--- config.mk ---
export PLATFORM = sky130hd
export DESIGN_NAME = video_timing_gen
export DESIGN_NICKNAME = d
export VERILOG_FILES = /design/src/rtl/video_timing_gen.sv
export SDC_FILE = /design/constraint.sdc
export NUM_CORES = 1
export LEC_CHECK = 0
export ABC_AREA = 1
export BUFFER_PORTS_ARGS = -buffer_cell sky130_fd_sc_hd__buf_2
export CORE_AREA = 2 2 58 60
export CTS_CLUSTER_SIZE = 24
export DETAILED_ROUTE_END_ITERATION = 12
export DIE_AREA = 0 0 60 62
export GPL_ROUTABILITY_DRIVEN = 0
export PLACE_DENSITY = 0.82
export REMOVE_ABC_BUFFERS = 1
export SYNTH_ARGS = -nofsm -noshare
export SYNTH_HDL_FRONTEND = slang
export SYNTH_SLANG_ARGS = --single-unit
--- constraint.sdc ---
create_clock -name clk -period 2.2 [get_ports clk]
set_clock_uncertainty 0.2 [all_clocks]
set_input_delay 0.44 -clock clk [delete_from_list [all_inputs] [get_ports clk]]
set_output_delay 0.44 -clock clk [all_outputs]
set_load 0.01 [all_outputs]
--- src/rtl/video_timing_gen.sv ---
// Raster timing generator: pixel-rate counters, composer strobes and
// pipeline-aligned VGA sync / data-enable outputs.
module video_timing_gen #(
  parameter int CLK_DIV   = 2,
  parameter int H_ACTIVE  = 640,
  parameter int H_FP      = 16,
  parameter int H_SYNC    = 96,
  parameter int H_BP      = 48,
  parameter int V_ACTIVE  = 480,
  parameter int V_FP      = 10,
  parameter int V_SYNC    = 2,
  parameter int V_BP      = 33,
  parameter bit SYNC_POL  = 1'b0,
  parameter int OUT_DELAY = 2
) (
  input  logic       clk,
  input  logic       rst,
  input  logic       enable,
  input  logic       interlaced,
  output logic       display_next_pixel,
  output logic       display_next_line,
  output logic       display_next_frame,
  output logic       display_current_field,
  output logic [9:0] h_count,
  output logic [9:0] v_count,
  output logic       vga_hsync,
  output logic       vga_vsync,
  output logic       vga_de
);

  localparam int H_TOTAL = H_ACTIVE + H_FP + H_SYNC + H_BP;
  localparam int V_TOTAL = V_ACTIVE + V_FP + V_SYNC + V_BP;
  localparam int DLY_W   = (OUT_DELAY > 0) ? OUT_DELAY : 1;

  localparam logic [9:0]  H_LAST = 10'(H_TOTAL - 1);
  localparam logic [9:0]  V_LAST = 10'(V_TOTAL - 1);
  localparam logic [10:0] H_ACT  = 11'(H_ACTIVE);
  localparam logic [10:0] HS_BEG = 11'(H_ACTIVE + H_FP);
  localparam logic [10:0] HS_END = 11'(H_ACTIVE + H_FP + H_SYNC);
  localparam logic [10:0] V_ACT  = 11'(V_ACTIVE);
  localparam logic [10:0] VS_BEG = 11'(V_ACTIVE + V_FP);
  localparam logic [10:0] VS_END = 11'(V_ACTIVE + V_FP + V_SYNC);

  generate
    if (H_TOTAL > 1024 || V_TOTAL > 1024) begin : g_bad_geometry
      $error("video_timing_gen: H_TOTAL and V_TOTAL must not exceed 1024");
    end
    if (CLK_DIV != 1 && CLK_DIV != 2) begin : g_bad_clk_div
      $error("video_timing_gen: CLK_DIV must be 1 or 2");
    end
  endgenerate

  logic                  div_q, div_d;
  logic [9:0]            h_q, h_d, v_q, v_d;
  logic                  field_q, field_d;
  logic                  pixel_q, pixel_d, line_q, line_d, frame_q, frame_d;
  logic [DLY_W-1:0][2:0] dly_q, dly_d;
  logic                  hs_q, hs_d, vs_q, vs_d, de_q, de_d;
  logic                  pix_en_s, step_s;
  logic [10:0]           h_ext_s, v_ext_s;
  logic [2:0]            raw_s, tail_s;

  always_comb begin
    pix_en_s = (CLK_DIV == 1) ? 1'b1 : div_q;
    step_s   = pix_en_s & enable;
    div_d    = enable ? ~div_q : div_q;
  end

  always_comb begin
    h_d     = h_q;
    v_d     = v_q;
    field_d = field_q;
    if (step_s) begin
      if (h_q == H_LAST) begin
        h_d = 10'd0;
        if (v_q == V_LAST) begin
          v_d     = 10'd0;
          field_d = interlaced ? ~field_q : 1'b0;
        end else begin
          v_d = v_q + 10'd1;
        end
      end else begin
        h_d = h_q + 10'd1;
      end
    end
  end

  // Strobes describe the position being left, so the composer sees them while the counter has moved on.
  always_comb begin
    pixel_d = pixel_q;
    line_d  = line_q;
    frame_d = frame_q;
    if (!enable) begin
      pixel_d = 1'b0;
      line_d  = 1'b0;
      frame_d = 1'b0;
    end else if (pix_en_s) begin
      pixel_d = ({1'b0, h_q} < H_ACT);
      line_d  = (h_q == H_LAST);
      frame_d = (h_q == H_LAST) && (v_q == V_LAST);
    end
  end

  // Delay line carries active-high flags {hs, vs, de}; polarity is applied only at the pins.
  always_comb begin
    h_ext_s = {1'b0, h_q};
    v_ext_s = {1'b0, v_q};
    raw_s   = {(h_ext_s >= HS_BEG) && (h_ext_s < HS_END),
               (v_ext_s >= VS_BEG) && (v_ext_s < VS_END),
               (h_ext_s < H_ACT) && (v_ext_s < V_ACT)};
    if (!enable) begin
      raw_s = 3'b000;
    end
    dly_d = dly_q;
    if (pix_en_s) begin
      dly_d[0] = raw_s;
      for (int i = 1; i < DLY_W; i++) begin
        dly_d[i] = dly_q[i-1];
      end
    end
    tail_s = (OUT_DELAY > 0) ? dly_q[DLY_W-1] : raw_s;
    hs_d   = hs_q;
    vs_d   = vs_q;
    de_d   = de_q;
    if (pix_en_s) begin
      hs_d = (tail_s[2] && enable) ? SYNC_POL : ~SYNC_POL;
      vs_d = (tail_s[1] && enable) ? SYNC_POL : ~SYNC_POL;
      de_d = tail_s[0] && enable;
    end
  end

  always_ff @(posedge clk or posedge rst) begin
    if (rst) begin
      div_q   <= 1'b0;
      h_q     <= 10'd0;
      v_q     <= 10'd0;
      field_q <= 1'b0;
      pixel_q <= 1'b0;
      line_q  <= 1'b0;
      frame_q <= 1'b0;
      dly_q   <= '0;
      hs_q    <= ~SYNC_POL;
      vs_q    <= ~SYNC_POL;
      de_q    <= 1'b0;
    end else begin
      div_q   <= div_d;
      h_q     <= h_d;
      v_q     <= v_d;
      field_q <= field_d;
      pixel_q <= pixel_d;
      line_q  <= line_d;
      frame_q <= frame_d;
      dly_q   <= dly_d;
      hs_q    <= hs_d;
      vs_q    <= vs_d;
      de_q    <= de_d;
    end
  end

  assign display_next_pixel    = pixel_q;
  assign display_next_line     = line_q;
  assign display_next_frame    = frame_q;
  assign display_current_field = field_q;
  assign h_count               = h_q;
  assign v_count               = v_q;
  assign vga_hsync             = hs_q;
  assign vga_vsync             = vs_q;
  assign vga_de                = de_q;

endmodule

# ---- Word level (Yosys, flattened, before mapping)
# Cells that the tools add are included.
dict set report word_totals {
  register_bits 34
  inputBits 4
  output_inout_bits 27
  wordCells 47
}
dict set report op_classes {
  n_addsub 2
  n_lt_le_gt_ge 6
  n_eq_ne 3
  muxes 12
  bitwise_logic 3
  reduce_logical 9
}
# cell count
set op_table {}
lappend op_table {{adder 10 x 1 -> 10 bit (second input constant)} 2}
lappend op_table {{equality test 10 bit (second input constant)} 2}
lappend op_table {{< comparator 10 bit (second input constant)} 2}
lappend op_table {{< comparator 10 x 9 -> 1 bit (second input constant)} 2}
lappend op_table {{2-to-1 mux 10 bit} 2}
lappend op_table {{>= comparator 10 bit (second input constant)} 1}
lappend op_table {{>= comparator 10 x 9 -> 1 bit (second input constant)} 1}
lappend op_table {{2-to-1 mux 1 bit} 9}
lappend op_table {{logical AND 1 bit} 7}
lappend op_table {{2-to-1 mux 3 bit} 1}
lappend op_table {{AND reduction 3 bit} 1}
lappend op_table {{inequality test 2 x 1 -> 1 bit (second input constant)} 1}
lappend op_table {{inverter 1 bit} 2}
lappend op_table {{AND reduction 2 bit} 1}
lappend op_table {{AND 1 bit} 1}

# ---- Longest topological paths before layout
dict set report depth {
  word_depth 4
  depth_mapped 9
  mapped_depth_nobuf 9
}

# ---- Worst setup path before layout
# Ideal clock, no wire load.
dict set report synth_path {
  path_type {reg-to-reg}
  start {register h_q[0] (netlist: h_count[0])}
  end {register v_q[4] (netlist: v_count[4])}
  setup_ps 114
  arrival_time_ps 1243
  required_time_ps 1886
  slack_ps 643
  stages_incl_launch_ff 10
  path_buffers 1
  period_less_slack_ps 1557
  cell_sequence {dfrtp_1 -> ha_1 -> nand2_1 -> nor2_2 -> nand3_4 -> inv_2 -> buf_4 -> nand2_1 -> nand2_1 -> nor2_1}
}
dict set report synth_between {
  elab_chain_cells 2
}
# element line_no
set synth_rtl {}
lappend synth_rtl {{start: declaration} 54} ;# logic [9:0] h_q, h_d, v_q, v_d;
lappend synth_rtl {{start signal: assignment} 135} ;# h_q <= 10'd0;
lappend synth_rtl {{start signal: assignment} 147} ;# h_q <= h_d;
lappend synth_rtl {{equality test 10 bit} 74} ;# if (h_q == H_LAST) begin
lappend synth_rtl {{AND reduction 2 bit (no source line)} --}
lappend synth_rtl {{end signal: assignment} 148} ;# v_q <= v_d;
lappend synth_rtl {{end: declaration} 54}
# No other way between the ends.
# A chain may end at the register's enable or synchronous reset.

# ---- Final worst setup path
dict set report layout_path {
  start {register div_q}
  end {register field_q (netlist: display_current_field)}
}
dict set report layout_between {
  elab_chain_cells 2
}
# element line_no
set layout_rtl {}
lappend layout_rtl {{start: declaration} 53} ;# logic div_q, div_d;
lappend layout_rtl {{start signal: assignment} 146} ;# div_q <= div_d;
lappend layout_rtl {{AND 1 bit} 65} ;# step_s = pix_en_s & enable;
lappend layout_rtl {{AND reduction 3 bit (no source line)} --}
lappend layout_rtl {{end signal: assignment} 149} ;# field_q <= field_d;
lappend layout_rtl {{end: declaration} 55} ;# logic field_q, field_d;
# No other way between the ends.

==> run summary <==
status: completed
cts bufs inserted: 5
MaxCap Viol Count: 0
DIE AREA: 3720 um^2
crit path from: div_q
ANT nets after route: 0
Final Max Tran Viols: 0
Initial Util: 0.550
crit path max fanout: 16
post-synth cell types: 27
ratio of cells with drive above 1 in the final layout: 0.206
RSZ-0062 raised after global routing: false
Psw: 0.000821 W
Total GRT Usage: 0.202
WL final: 3310 um
WL/cell: 11.3 um
clock sinks: 34
nets@finish: 255
DP Wirelength: 2440 um
Clk network pwr share: 0.273
Synth Register Bits: 34
CTS Hold Bufs: 1
max_slew headroom: 0.722
period utilisation layout: 0.834
Sw Share: 0.372
post-CTS setup buffer count: 0
first-pass GRT wire length: 5570 um
register area: 853 um^2
Leakage: 1.13 nW
Die Span X: 60 um
Cells after Synth: 210
CTS tree: yes
Synth Cell Area: 1750 um^2
TritonRoute pass-1 iters: 4
R2R Setup Slk: 0.37 ns
vias in the first global route: 1274
Layout fillers: 288
clk root buf: clkbuf_4
Setup crit start kind: register
Ys Warns: 0
cell area power density: 1070 nW/um^2
row cnt: 21
Hold Fails Final Rpt: 0
initial antenna violation count: 0
core area: 3180 um^2
min-delay worst type: input pin to register
Buffers on Ports: 30
Resize count post-CTS: 0
H-tree levels: 2
Die Y: 62 um
CP required: 2.24 ns
DRT iter0 DRCs: 47
Skew-Pair Late Insertion Delay: 0.34 ns
area taken by multi-input logic gates: 757 um^2
actual slew at the worst max-slew pin: 0.417 ns
CP Class: register to register
HP Start: interlaced
final-report setup violation count: 0
largest net degree at the start of global routing: 35
Highest Clock Rate: 0.545 GHz
Util after Layout: 0.648
Post-Place Cells: 284
Avg Cell Area, Syn: 8.33 um^2
Avg Vias per Cell: 5.03
TNS Setup: 0 ns
Max VDD drop: 0.726 mV
residual DRC count: 0
Logic pwr share: 0.310
Setup crit end kind: register
routed vias: 1473
FF-to-FF Start: div_q
grt total ovfl: 0
num ports: 31
post-layout min period: 1.83 ns
Finished Layout Cells: 293
Diodes inserted: 0
Flop pwr share: 0.417
P&R area growth vs syn: 17.7%
Reg clk slew, reported paths: 0.11 ns
post-synthesis sequential area ratio: 0.488
Power Internal: 0.00138 W
clock buffer depth: 2
arrival time worst endpoint: 1.88 ns
[path summary, 6_finish.rpt]
path,end,cells after the start
min in group asynchronous,v_count[0],4
max in group asynchronous,vga_hsync,4
worst max-delay path,display_current_field,7
worst min-delay path,display_current_field,3
worst min register to register,vga_vsync,1
worst max register to register,display_current_field,7
[area by class of cell]
type                            instances  area share
Sequential cell                        34       0.414
Multi-Input combinational cell        143       0.368
Timing Repair Buffer                   32      0.0814
Inverter                               30      0.0547
Clock inverter                          2      0.0292
Tap cell                               46      0.0279
Clock buffer                            6      0.0249
[power by group through the flow]
stage	clock (W)	combinational, W	sequential [W]
after floorplan	0	0.000424	0.000960
after global routing	0.000649	0.000772	0.000945
after global placement	0	0.000672	0.000930
final	0.000601	0.000683	0.000920
after CTS	0.000613	0.000686	0.000921
after detailed placement	0	0.000683	0.000933
[cells in the final DEF, fill, tap and decap left out, types with 2 or more instances in the layout]
master	Yosys	layout
o211ai_1	2	2
nor2_1	24	24
xor2_1	9	9
o21ai_0	7	7
dfrtp_1	32	32
buf_2	0	30
bufinv_16	0	2
ha_1	5	5
clkbuf_4	0	5
a21oi_1	3	3
nand4_1	3	3
nand3_1	15	15
o21ai_1	3	3
inv_1	28	28
nor2_2	3	3
nor2_4	2	2
nand3b_1	2	2
dfstp_2	2	2
nand2_1	53	53
nor3_1	6	6
[cell families (layout without fill, tap and decap cells)]
logic type	Yosys count	after routing	share of synthesized area
and+or+nand+nor	111	111	0.290
adders and majority gates	5	5	0.0358
DFF	34	34	0.488
AOI/OAI and AO/OA	18	18	0.0615
xor gates and xnor gates	9	9	0.0451
buffers and inverters	33	70	0.0794
[metrics by stage]
step / setup slack (ns) / hold WS (ns) / power (W) / cell area (um^2)
6_report: 0.366 / 0.147 / 0.00220 / 2060
4_1_cts: 0.365 / 0.145 / 0.00222 / 2060
2_1_floorplan: 0.558 / 0.187 / 0.00138 / 1720
5_1_grt: 0.210 / 0.136 / 0.00237 / 2060
3_5_place_dp: 0.343 / 0.208 / 0.00162 / 1940
3_3_place_gp: 0.413 / 0.202 / 0.00160 / 1940
[state kept, by name, summed over array words and instances, names as in the netlist]
register,count
div_q,1
h_count,10
vga_hsync,1
vga_vsync,1
display_next_pixel,1
dly_q,3
tail_s,3
display_next_line,1
display_next_frame,1
v_count,10
vga_de,1
display_current_field,1
[synth_stat cells]
library cell / count / area, um^2
a21oi_1: 3 / 15.0
buf_4: 2 / 15.0
buf_6: 1 / 11.3
clkinv_1: 1 / 3.75
dfrtp_1: 32 / 801
dfstp_2: 2 / 52.6
ha_1: 5 / 62.6
inv_1: 28 / 105
inv_2: 1 / 3.75
nand2_1: 53 / 199
nand2_4: 1 / 11.3
nand3_1: 15 / 75.1
nand3_2: 1 / 10.0
nand3_4: 1 / 17.5
nand3b_1: 2 / 15.0
nand4_1: 3 / 18.8
nor2_1: 24 / 90.1
nor2_2: 3 / 18.8
nor2_4: 2 / 22.5
nor3_1: 6 / 30.0
o2111ai_1: 1 / 8.76
o211ai_1: 2 / 15.0
o21ai_0: 7 / 35.0
o21ai_1: 3 / 15.0
o21bai_2: 1 / 11.3
o31ai_1: 1 / 7.51
xor2_1: 9 / 78.8
[routing by layer]
layer | wire length [um] | global-route usage
met1 | 1480 | 0.255
met2 | 1560 | 0.328
met3 | 206 | 0.0621
met4 | 67 | 0.0762
met5 | 0 | 0
[worst max-delay path, stage by stage (launching register included)]
cell	delay (ns)
dfrtp_1	0.54
nand2_4	0.17
nor2_4	0.16
nand3_4	0.20
inv_2	0.23
nand2_1	0.11
nand2_1	0.08
nand2_1	0.05
Note: power is estimated with default switching activity, not from simulation.
